<file path="src/rtl/lcd_arbiter.sv">
// lcd_arbiter: sits in front of a single lcd_transmit byte transmitter.
// After reset it plays the fixed LCD init command sequence. It then shares the
// transmitter between two requesters with round-robin grant. Each transfer runs
// a start/done handshake with its own timeout, and the requester that was
// served gets a one-cycle ack.
module lcd_arbiter #(
   parameter logic [31:0] INIT_SEQ = 32'h3806_0E01,
   parameter int          TO_W     = 20,
   parameter int          TO_CYC   = 1_000_000
) (
   input  logic       clk,
   input  logic       rst,
   input  logic       req0,
   input  logic [7:0] data0,
   input  logic       cd0,
   output logic       ack0,
   input  logic       req1,
   input  logic [7:0] data1,
   input  logic       cd1,
   output logic       ack1,
   output logic [7:0] tx_data,
   output logic       tx_cd,
   output logic       tx_start,
   input  logic       tx_done,
   output logic       gnt,
   output logic       busy,
   output logic       init_done,
   output logic       timeout_err
);

   typedef enum logic [1:0] {
      S_INIT = 2'd0,
      S_GAP  = 2'd1,
      S_IDLE = 2'd2,
      S_XFER = 2'd3
   } state_t;

   state_t          state_r;
   logic [1:0]      idx_r;
   logic            last_r;
   logic [TO_W-1:0] cnt_r;

   logic            sel_s;
   logic            done_s;
   logic            to_hit_s;

   // The init byte at position i. Position 0 is the most significant byte.
   function automatic logic [7:0] init_byte(input logic [1:0] i);
      logic [7:0] b;
      case (i)
         2'd0:    b = INIT_SEQ[31:24];
         2'd1:    b = INIT_SEQ[23:16];
         2'd2:    b = INIT_SEQ[15:8];
         2'd3:    b = INIT_SEQ[7:0];
         default: b = 8'h00;
      endcase
      return b;
   endfunction

   // Pick a requester. On a tie, the one not served last wins.
   always_comb begin
      sel_s = 1'b0;
      if (req0 && req1) begin
         sel_s = ~last_r;
      end else if (req1) begin
         sel_s = 1'b1;
      end else begin
         sel_s = 1'b0;
      end
   end

   // tx_done only counts while a start is outstanding.
   // The timeout fires on the last allowed cycle.
   always_comb begin
      done_s   = tx_done && tx_start;
      to_hit_s = (cnt_r == TO_W'(TO_CYC - 1));
   end

   // Sequencer and arbiter FSM. Every output is registered here.
   always_ff @(posedge clk or negedge rst) begin
      if (!rst) begin
         state_r     <= S_INIT;
         idx_r       <= 2'd0;
         last_r      <= 1'b1;
         cnt_r       <= '0;
         tx_data     <= 8'h00;
         tx_cd       <= 1'b0;
         tx_start    <= 1'b0;
         gnt         <= 1'b0;
         busy        <= 1'b0;
         init_done   <= 1'b0;
         timeout_err <= 1'b0;
         ack0        <= 1'b0;
         ack1        <= 1'b0;
      end else begin
         ack0 <= 1'b0;
         ack1 <= 1'b0;
         case (state_r)
            S_INIT: begin
               busy <= 1'b1;
               if (done_s || to_hit_s) begin
                  // A timeout still moves on to the next byte,
                  // so the init sequence always completes.
                  if (!done_s) begin
                     timeout_err <= 1'b1;
                  end else begin
                     timeout_err <= timeout_err;
                  end
                  tx_start <= 1'b0;
                  idx_r    <= idx_r + 2'd1;
                  if (idx_r == 2'd3) begin
                     init_done <= 1'b1;
                  end else begin
                     init_done <= init_done;
                  end
                  state_r <= S_GAP;
               end else begin
                  tx_start <= 1'b1;
                  tx_cd    <= 1'b0;
                  tx_data  <= init_byte(idx_r);
                  cnt_r    <= cnt_r + TO_W'(1);
               end
            end
            S_GAP: begin
               // tx_start is low for this one cycle, so lcd_transmit re-arms.
               // Requests are not looked at here.
               if (init_done) begin
                  busy    <= 1'b0;
                  state_r <= S_IDLE;
               end else begin
                  busy     <= 1'b1;
                  tx_start <= 1'b1;
                  tx_cd    <= 1'b0;
                  tx_data  <= init_byte(idx_r);
                  cnt_r    <= '0;
                  state_r  <= S_INIT;
               end
            end
            S_IDLE: begin
               if (req0 || req1) begin
                  tx_data  <= sel_s ? data1 : data0;
                  tx_cd    <= sel_s ? cd1 : cd0;
                  gnt      <= sel_s;
                  tx_start <= 1'b1;
                  busy     <= 1'b1;
                  cnt_r    <= '0;
                  state_r  <= S_XFER;
               end else begin
                  busy    <= 1'b0;
                  state_r <= S_IDLE;
               end
            end
            S_XFER: begin
               busy <= 1'b1;
               if (done_s || to_hit_s) begin
                  // An aborted transfer is still acked, so the requester is not stuck.
                  if (!done_s) begin
                     timeout_err <= 1'b1;
                  end else begin
                     timeout_err <= timeout_err;
                  end
                  tx_start <= 1'b0;
                  if (gnt) begin
                     ack1 <= 1'b1;
                  end else begin
                     ack0 <= 1'b1;
                  end
                  last_r  <= gnt;
                  state_r <= S_GAP;
               end else begin
                  cnt_r <= cnt_r + TO_W'(1);
               end
            end
            default: begin
               tx_start <= 1'b0;
               cnt_r    <= '0;
               state_r  <= S_INIT;
            end
         endcase
      end
   end

endmodule

</file>
<file path="config.mk">
export PLATFORM = sky130hd
export DESIGN_NAME = lcd_arbiter
export DESIGN_NICKNAME = d
export VERILOG_FILES = /design/src/rtl/lcd_arbiter.sv
export SDC_FILE = /design/constraint.sdc
export NUM_CORES = 1
export LEC_CHECK = 0
export BUFFER_PORTS_ARGS = -buffer_cell sky130_fd_sc_hd__buf_2
export CORE_UTILIZATION = 56
export CTS_CLUSTER_SIZE = 10
export DETAILED_ROUTE_END_ITERATION = 16
export GPL_TIMING_DRIVEN = 1
export PLACE_DENSITY = 0.9
export SYNTH_ARGS = -nofsm -noshare
export SYNTH_HDL_FRONTEND = slang
export SYNTH_SLANG_ARGS = --single-unit
</file>
<file path="constraint.sdc">
create_clock -name clk -period 2.6 [get_ports clk]
set_input_delay 0.52 -clock clk [delete_from_list [all_inputs] [get_ports clk]]
set_output_delay 0.52 -clock clk [all_outputs]
set_load 0.03 [all_outputs]
</file>
==> metrics, run 1 <==
run status=complete, no violations; number of cells in the design after placement=roughly 330; met1 usage=between 30% and 40%; setup slack after placement=~300 ps; ratio of cells with drive above 1 in the final layout=between 20% and 30%; Final period util=roughly nine tenths; endpoint required time on the critical path=2790 ps; most common cell in the netlist=sky130_fd_sc_hd__dfrtp_1; num ports=39; CP arrival=roughly 2600 ps; width of the die=about 67 um; # Max-Cap Violations=0; worst-case setup margin in the final layout=241 ps; Final GP Congestion=0.962; # resized after CTS=0; Starting Density=58.9%; number of clock buffers inserted by TritonCTS=5; Worst R2R End=tx_data[5]; proportion of power drawn by the clock network=between 10% and 20%; Synth top area share=between 40% and 50%; Clock Latency Late Sink=300 ps; worst IR drop on VDD=roughly 0.68 mV; Async SR Flop Fraction=100%; Finished Layout Cells=337; leakage component of the power=1.28 nW; Total Nets Final=318; Rel. slew slack=39.7%; total internal power=between 1.5 and 2 mW; clock tree from TritonCTS=yes; gate count after technology mapping=approximately 250; layer with the highest usage after global routing=met2; number of DRC markers in iteration 0=183; crit path max-delay cell type=sky130_fd_sc_hd__a211o_1; wire length of the first global-routing pass=9030 um; routed vias=2125; RSZ-0062 raised after global routing=false; CP cell instances=ha_1 > nand4_1 > nor2_1 > a21o_1 > a211o_1 > mux2_4; YS warnings=0; total clock sinks=between 40 and 50; count of TritonRoute iterations in the first routing pass=5; sequential power share=between 20% and 30%; placeable core region=a little over 4000 um^2; count of endpoints failing hold in the final timing report=0; standard-cell row count=23; cell types with the highest counts after synthesis=40 x sky130_fd_sc_hd__dfrtp_1, 39 x sky130_fd_sc_hd__nand2_1, 21 x sky130_fd_sc_hd__o21ai_0, 12 x sky130_fd_sc_hd__clkbuf_1, 10 x sky130_fd_sc_hd__nor2_1; pwr/cell area=1170 nW/um^2; placed inst area=~2600 um^2; count of buffer and inverter cells on the critical path=0; reg2reg path depth=6; Logic pwr share=between 50% and 60%; largest fanout on the critical path=9; Layout Skew=between 10 and 15 ps; average wire per cell in the routed design=~17 um; number of antenna cells inserted=0; area added between synthesis and finish=14.2%; met2 Resource Use GR=between 40 and 50%; number of failing setup endpoints in the final timing report=0; switching power as a share of total power=44.4%; via count of the first global-routing pass=between 2000 and 2500; Sw Pwr=1.41 mW; count of distinct cell types in the synthesized netlist=about 50; crit path to=tx_data[5]; DR DRC count=0; Seq/Total Area, Yosys=between 40% and 50%; number of antenna violations at the first check in global routing=0; Hold Path Class=in -> async; routed via count divided by cell count=6.31; master cell of the clock root buffer=sky130_fd_sc_hd__clkbuf_8; Longest Clk Path Bufs=2; FF+latch count, synth=between 40 and 50; Worst setup EP type=flop; maximum cell stage delay along the critical path=roughly 500 ps; setup TNS after final layout=0 ps; overall power after layout=3.17 mW; net count after synthesis=about 280; CP Launch Point=cnt_r[0]; reg-to-reg slack, setup=about 240 ps; all-layer global routing usage=27.1%; aggregate routed wire length=roughly 5600 um; input/output buffers=38; overall die height=67.1 um; cell types with the largest area share after synthesis=sky130_fd_sc_hd__dfrtp_1 42%, sky130_fd_sc_hd__nand2_1 6.2%, sky130_fd_sc_hd__mux2_4 5.7%, sky130_fd_sc_hd__ha_1 4.7%, sky130_fd_sc_hd__o21ai_0 4.4%; number of flops mapped to enable cells by yosys=0; total stage count of the critical path=6; Post-DP HPWL=4050 um; cell type with the largest total area after synthesis=sky130_fd_sc_hd__dfrtp_1; Tightest Pin Transition=904 ps; max frequency=~420 MHz; worst flop-to-flop path startpoint=cnt_r[0]; count of nets left with antenna violations after detail routing=0; clock transition at the registers of the reported paths=roughly 80 ps; top_reg_cell synth=sky130_fd_sc_hd__dfrtp_1; cell class contributing the biggest share of worst-path delay=compound AO/OA/AOI/OAI gates; total die area=4500 um^2; post-route minimum period=between 2000 and 2500 ps; met3 Use GR=approximately 6.3%; Netlist Area Pre-Place=about 2400 um^2; setup bufs post-CTS=0; type of element launching the critical path=flop; final slew viol count=0; cts-stage hold buffer count=0; largest net degree at the start of global routing=42; post-layout instance area=about 2700 um^2; Setup CP Type=reg -> reg; overall overflow remaining after global route=0; mean post-synth cell area=about 9.5 um^2; number of levels the H-tree was split into=2
-- cell type report --
cell class                      count  area [um^2]
Clock buffer                        7         96.3
Clock inverter                      1         5.00
Fill cell                         308         1320
Inverter                            7         26.3
Multi-Input combinational cell    186         1250
Sequential cell                    41         1030
Tap cell                           50         62.6
Timing Repair Buffer               45          243
-- worst register-to-register path: stages, from the launching register on --
cell,delay (ps)
sky130_fd_sc_hd__dfrtp_1,420
sky130_fd_sc_hd__ha_1,260
sky130_fd_sc_hd__nand4_1,220
sky130_fd_sc_hd__nor2_1,300
sky130_fd_sc_hd__a21o_1,190
sky130_fd_sc_hd__a211o_1,500
sky130_fd_sc_hd__mux2_4,360
-- power groups by stage --
stage | logic (mW) | registers [mW] | clock network [mW]
3_5_place_dp | 1.75 | 0.958 | 0
6_report | 1.77 | 0.946 | 0.456
2_1_floorplan | 1.15 | 1.13 | 0
3_3_place_gp | 1.67 | 0.944 | 0
4_1_cts | 1.76 | 0.947 | 0.467
5_1_grt | 1.93 | 0.970 | 0.493
-- cells by family (layout without fill, tap and decap cells) --
kind of cell / after synthesis / count (layout) / share of synthesized area [%]
xor gates and xnor gates: 1 / 1 / 0.369
DFF: 41 / 41 / 43.3
adders and majority gates: 9 / 9 / 4.75
muxes: 14 / 14 / 7.86
and+or+nand+nor: 89 / 89 / 19.1
buffers and inverters: 22 / 60 / 4.01
AOI/OAI and AO/OA: 73 / 73 / 20.6
-- metal layers --
| layer | routed length (um) | share of wire, % | vias up |
|---|---|---|---|
| met5 | 0 | 0 | - |
| met4 | 102 | 1.8 | 0 |
| met3 | 330 | 5.9 | 10 |
| met2 | 2920 | 52 | 77 |
| met1 | 2240 | 40 | 1041 |
| li1 | - | - | 997 |
-- cells in the final DEF, fill, tap and decap left out, types with 2 or more instances in the layout --
cell and n:
sky130_fd_sc_hd__a41oi_1 5, sky130_fd_sc_hd__dfrtp_1 40, sky130_fd_sc_hd__clkbuf_8 7, sky130_fd_sc_hd__nor3_1 3, sky130_fd_sc_hd__and3_1 4, sky130_fd_sc_hd__mux2_4 9, sky130_fd_sc_hd__a21boi_0 3, sky130_fd_sc_hd__inv_1 7
sky130_fd_sc_hd__a211o_1 2, sky130_fd_sc_hd__o31ai_1 8, sky130_fd_sc_hd__o21ai_0 21, sky130_fd_sc_hd__nand2_1 39, sky130_fd_sc_hd__buf_4 7, sky130_fd_sc_hd__nand3_1 7, sky130_fd_sc_hd__a22o_1 2, sky130_fd_sc_hd__or3_1 2
sky130_fd_sc_hd__mux2i_1 4, sky130_fd_sc_hd__nor4_1 2, sky130_fd_sc_hd__buf_2 38, sky130_fd_sc_hd__nor2_1 10, sky130_fd_sc_hd__a31oi_1 7, sky130_fd_sc_hd__ha_1 9, sky130_fd_sc_hd__nand4_1 9, sky130_fd_sc_hd__and2_1 5
sky130_fd_sc_hd__a22oi_1 2, sky130_fd_sc_hd__a21o_1 4, sky130_fd_sc_hd__a21oi_1 9
-- per-stage QoR --
stage / util [%] / hold WS [ps]
floorplan: - / 224
global placement: 64.7 / 459
detailed placement: 64.7 / 467
CTS: 67.2 / 374
global route: 67.2 / 426
finish: 67.2 / 350
-- registers in the layout, summed over array words and instances (netlist names), 2 cells and up --
register	count
tx_data	8
cnt_r	20
state_r	2
idx_r	2
-- worst min path at each step --
stage | to | slack [ps] | cells past startpoint
after global placement | timeout_err | 460 | 1
after global routing | cnt_r[11] | 430 | 1
after floorplan | ack0 | 220 | 0
after detailed placement | timeout_err | 470 | 1
after CTS | cnt_r[0] | 370 | 1
final | cnt_r[11] | 350 | 1
Power figures use the tool's default switching activity.
==> run 2, diff against run 1 <==
--- a/config.mk
+++ b/config.mk
@@ -13,2 +13,3 @@
 export PLACE_DENSITY = 0.9
+export RECOVER_POWER = 25
 export SYNTH_ARGS = -nofsm -noshare
==> constraint.sdc (replaced) <==
create_clock -name clk -period 2.6 [get_ports clk]
set_input_delay 0.26 -clock clk [delete_from_list [all_inputs] [get_ports clk]]
set_output_delay 0.26 -clock clk [all_outputs]
set_load 0.03 [all_outputs]
==> metrics, run 2 (synthesized netlist as in run 1, its figures left out) <==
top library cells by usage in the layout, fill and taps aside=40 x sky130_fd_sc_hd__dfrtp_1, 39 x sky130_fd_sc_hd__nand2_1, 37 x sky130_fd_sc_hd__buf_2; Longest Clk Path Bufs=2 (unchanged); area added between synthesis and finish=13.6%; Post-DP HPWL=3940 um (-2.6%); maximum cell stage delay along the critical path=470 ps (-30 ps); width of the die=67.1 um (unchanged); Logic pwr share=56.2% (+0.4 points); setup TNS after final layout=0 ps (unchanged); Total Nets Final=318 (unchanged); sequential power share=30.1% (+0.2 points); largest registers=cnt_r: 20 flops, tx_data: 8 flops; count of endpoints failing hold in the final timing report=0 (unchanged); proportion of power drawn by the clock network=13.7% (-0.7 points); Final period util=87.2% (-3.6 points); setup slack after placement=366 ps (+65.7 ps); Rel. slew slack=-46.7% (-86 points); Layout Skew=5.77 ps (-4.27 ps); number of clock buffers inserted by TritonCTS=5 (unchanged); Sw Pwr=1.39 mW (-0.92%); Starting Density=58.9% (unchanged); Clock Latency Late Sink=300 ps (about the same); num ports=39 (unchanged); endpoint required time on the critical path=2780 ps (about the same); Largest register FFs=20 (unchanged); count of buffer and inverter cells on the critical path=0 (unchanged); CP cell instances=ha_1 > nand4_1 > nor2_1 > a21o_1 > a211o_1 > mux2_4; max frequency=441 MHz (+4.1%); routed vias=2102 (-1.1%); placeable core region=4030 um^2 (unchanged); master cell of the clock root buffer=sky130_fd_sc_hd__clkbuf_8; crit path max-delay cell type=sky130_fd_sc_hd__a211o_1; aggregate routed wire length=5470 um (-2.3%); post-route minimum period=2270 ps (-93.1 ps); CP arrival=2450 ps (-100 ps); via count of the first global-routing pass=1903 (-6.2%); overall power after layout=3.12 mW (-1.4%); cts-stage hold buffer count=0 (unchanged); # resized after CTS=0 (unchanged); number of fill cells=320 (+3.9%); wire length of the first global-routing pass=8820 um (-2.3%); # Max-Cap Violations=1 (+1); DR DRC count=0 (unchanged); Final GP Congestion=0.901 (-6.3%); standard-cell row count=23 (unchanged); all-layer global routing usage=26.3% (-0.78 points); Tightest Pin Transition=2200 ps (+1300 ps); largest fanout on the critical path=9 (unchanged); clock tree from TritonCTS=yes; setup bufs post-CTS=0 (unchanged); overall overflow remaining after global route=0 (unchanged); run status=finished, violations left; Worst setup EP type=flop; ratio of cells with drive above 1 in the final layout=22.7% (-0.97 points); input/output buffers=38 (unchanged); number of failing setup endpoints in the final timing report=0 (unchanged); total die area=4500 um^2 (unchanged); type of element launching the critical path=flop; overall die height=67.1 um (unchanged); count of TritonRoute iterations in the first routing pass=4 (-1); pwr/cell area=1160 nW/um^2 (-0.82%); Hold Path Class=in -> reg; routed via count divided by cell count=6.26 (-0.79%); number of DRC markers in iteration 0=156 (-15%); cell class contributing the biggest share of worst-path delay=compound AO/OA/AOI/OAI gates; leakage component of the power=1.27 nW (-0.99%); number of levels the H-tree was split into=2 (unchanged); Setup CP Type=reg -> reg; total clock sinks=41 (unchanged); RSZ-0062 raised after global routing=false; number of antenna cells inserted=0 (unchanged); number of antenna violations at the first check in global routing=0 (unchanged); worst-case setup margin in the final layout=334 ps (+93.1 ps); count of nets left with antenna violations after detail routing=0 (unchanged); final slew viol count=42 (+42); failing checks=capacitance limit, slew limit; average wire per cell in the routed design=16.3 um (-2.0%); most common cell after layout, fill and taps aside=sky130_fd_sc_hd__dfrtp_1; largest net degree at the start of global routing=42 (unchanged); total internal power=1.73 mW (-1.8%); register with the most flip-flops=cnt_r; switching power as a share of total power=44.6% (+0.22 points); clock transition at the registers of the reported paths=80 ps (about the same); worst IR drop on VDD=0.675 mV (-0.23%)
==> run 2: metrics by stage <==
stage	instances	util, %	instance area [um^2]	hold slack, ps
2_1_floorplan	249	-	2370	-35.6
3_3_place_gp	329	64.7	2610	437
3_5_place_dp	329	64.7	2610	442
5_1_grt	336	66.8	2690	349
6_report	336	66.8	2690	338
4_1_cts	336	66.9	2690	117
==> run 2: cell type report <==
cell class                 instances  area, um^2  area share, %
multi-input combinational        186        1250           46.4
sequential                        41        1030           38.2
timing repair buffer              45         241           8.97
clock buffer                       7        86.3           3.21
tap                               50        62.6           2.32
inverter                           7        26.3          0.976
==> run 2: routing by layer <==
metal  vias up  track usage [%]  part of all wire, %
met5         -                0                    0
met1      1028             33.8                   42
met4         0             9.04                  1.7
met3        12             6.16                  4.7
li1        994                -                    -
met2        68             42.8                   52
==> run 2: final timing paths <==
kind                                   from     endpoint  slack, ps  depth (start not counted)
max in group asynchronous               rst   tx_data[0]        730                          1
min in group asynchronous               rst  timeout_err        600                          1
worst min register to register  timeout_err  timeout_err        480                          1
worst max register to register     cnt_r[0]   tx_data[7]        330                          6
worst min-delay path                tx_done  timeout_err        340                          4
worst max-delay path               cnt_r[0]   tx_data[7]        330                          6
==> run 2: power groups by stage <==
stage / combinational [mW] / sequential, mW / clock, mW
after floorplan: 1.15 / 1.13 / 0
after global placement: 1.68 / 0.942 / 0
after detailed placement: 1.74 / 0.953 / 0
after CTS: 1.75 / 0.943 / 0.438
after global routing: 1.92 / 0.965 / 0.466
final: 1.76 / 0.941 / 0.427
==> run 2: worst reg2reg max path: cells and delay by family (launching register included) <==
family | cells | cell delay [ps]
AOI/OAI and AO/OA | 2 | 640
adders and majority gates | 1 | 250
and+or+nand+nor | 2 | 490
DFF | 1 | 420
muxes | 1 | 350
==> run 3, diff against run 2 <==
Settings changed: CORE_UTILIZATION 56 to 51, CTS_CLUSTER_SIZE 10 to 28, PLACE_DENSITY 0.9 to 0.87.
Clock period 2.6 ns to 2 ns, I/O delays scaled along.
==> metrics, run 3 (synthesized netlist as in run 1, its figures left out) <==
leakage component of the power=1.38 nW (+8.6%); DR DRC count=0 (unchanged); overall die height=70.2 um (+4.6%); Longest Clk Path Bufs=2 (unchanged); width of the die=70.2 um (+4.6%); placed inst area=2740 um^2 (+5.2%); clock tree from TritonCTS=yes; average wire per cell in the routed design=15.2 um (-6.9%); number of cells in the design after placement=347 (+5.5%); Worst R2R End=tx_data[4]; num ports=39 (unchanged); Starting Density=53.7% (-5.1 points); Finished Layout Cells=356 (+6.0%); placeable core region=4410 um^2 (+9.6%); largest fanout on the critical path=9 (unchanged); total die area=4930 um^2 (+9.5%); Largest register FFs=20 (unchanged); number of fill cells=315 (-1.6%); post-layout instance area=2890 um^2 (+7.2%); count of endpoints failing hold in the final timing report=0 (unchanged); crit path to=tx_data[4]; worst flop-to-flop path startpoint=cnt_r[17]; pwr/cell area=1530 nW/um^2 (+32%); total clock sinks=41 (unchanged); count of nets left with antenna violations after detail routing=0 (unchanged); Clock Latency Late Sink=300 ps (about the same); via count of the first global-routing pass=2047 (+7.6%); setup TNS after final layout=0 ps (unchanged); number of antenna violations at the first check in global routing=0 (unchanged); number of antenna cells inserted=0 (unchanged); Tightest Pin Transition=1010 ps (-1190 ps); Post-DP HPWL=3980 um (+1.1%); Worst setup EP type=flop; number of DRC markers in iteration 0=206 (+32%); CP arrival=2110 ps (-340 ps); endpoint required time on the critical path=2190 ps (-590 ps); aggregate routed wire length=5400 um (-1.3%); # Max-Cap Violations=0 (-1); reg-to-reg slack, setup=80 ps (-250 ps); routed via count divided by cell count=6.03 (-3.6%); Total Nets Final=335 (+5.3%); run status=complete, no violations; largest registers=cnt_r: 20 flops, tx_data: 8 flops; worst IR drop on VDD=0.792 mV (+17%); max frequency=521 MHz (+18%); Layout Skew=3.40 ps (-2.36 ps); largest net degree at the start of global routing=42 (unchanged); register with the most flip-flops=cnt_r; standard-cell row count=24 (+4.3%); reg2reg path depth=6 (unchanged); number of clock buffers inserted by TritonCTS=5 (unchanged); Rel. slew slack=32.4% (+79 points); master cell of the clock root buffer=sky130_fd_sc_hd__clkbuf_8; top library cells by usage in the layout, fill and taps aside=39 x sky130_fd_sc_hd__nand2_1, 39 x sky130_fd_sc_hd__dfrtp_1, 38 x sky130_fd_sc_hd__buf_2; Setup CP Type=reg -> reg; Final GP Congestion=0.859 (-4.6%); Final period util=96.0% (+8.9 points); number of levels the H-tree was split into=2 (unchanged); number of failing setup endpoints in the final timing report=0 (unchanged); wire length of the first global-routing pass=8910 um (+1.0%); input/output buffers=38 (unchanged); post-route minimum period=1920 ps (-346 ps); count of TritonRoute iterations in the first routing pass=4 (unchanged); all-layer global routing usage=22.3% (-4.0 points); overall overflow remaining after global route=0 (unchanged); Hold Path Class=in -> reg; CP Launch Point=cnt_r[17]; ratio of cells with drive above 1 in the final layout=29.3% (+6.5 points); clock transition at the registers of the reported paths=80 ps (about the same); area added between synthesis and finish=21.7%; type of element launching the critical path=flop; routed vias=2146 (+2.1%); final slew viol count=0 (-100%)
run 3: worst min-delay path by stage:
stage	from	end	slack [ps]	cells past startpoint
after global routing	tx_done	timeout_err	280	4
after detailed placement	rst	cnt_r[2]	300	2
after global placement	rst	cnt_r[9]	290	2
after CTS	tx_done	timeout_err	260	4
after floorplan	rst	ack0	-100	0
final	tx_done	timeout_err	260	4
run 3: routing by layer:
layer / GRT usage, % / vias up / routed length, um
met5: 0 / - / 0
met4: 9.78 / 0 / 80
met3: 1.44 / 10 / 191
met2: 39.1 / 62 / 2830
met1: 28.2 / 1042 / 2290
li1: - / 1032 / -
run 3: final cells by class:
cell class | instances | area (um^2) | area share, %
Inverter | 7 | 26.3 | 0.910
Timing Repair Buffer | 62 | 383 | 13.3
Tap cell | 52 | 65.1 | 2.25
Clock buffer | 6 | 82.6 | 2.86
Multi-Input combinational cell | 186 | 1260 | 43.8
Sequential cell | 41 | 1030 | 35.6
Clock inverter | 2 | 37.5 | 1.30
run 3: timing repair:
action,CTS,global route
hold buffers,1,0
buffers inserted,0,0
resized for setup,1,4
endpoints found under the setup margin,1,22
endpoints found under the hold margin,40,0
cloned,0,0
run 3: per-stage QoR:
step | setup WS [ps] | power (mW) | hold slack [ps] | util, %
after detailed placement | 24.7 | 3.71 | 298 | 62.1
after floorplan | 54.9 | 2.96 | -95.6 | -
final | 79.6 | 4.43 | 256 | 65.4
after global routing | -15.2 | 4.69 | 284 | 65.4
after CTS | 46.8 | 4.42 | 258 | 65.2
after global placement | 97.9 | 3.61 | 290 | 62.1
run 3: critical path, stage by stage (launching register included):
cell	delay [ps]
sky130_fd_sc_hd__dfrtp_1	420
sky130_fd_sc_hd__and3_1	220
sky130_fd_sc_hd__and4_4	200
sky130_fd_sc_hd__a21o_1	190
sky130_fd_sc_hd__a211o_1	330
sky130_fd_sc_hd__buf_12	160
sky130_fd_sc_hd__mux2_4	290
run 3: power by group:
group	leakage (nW)	internal [mW]	switching [mW]
clock	0.0574	0.406	0.292
combinational	0.789	1.09	1.44
sequential	0.535	1.06	0.152
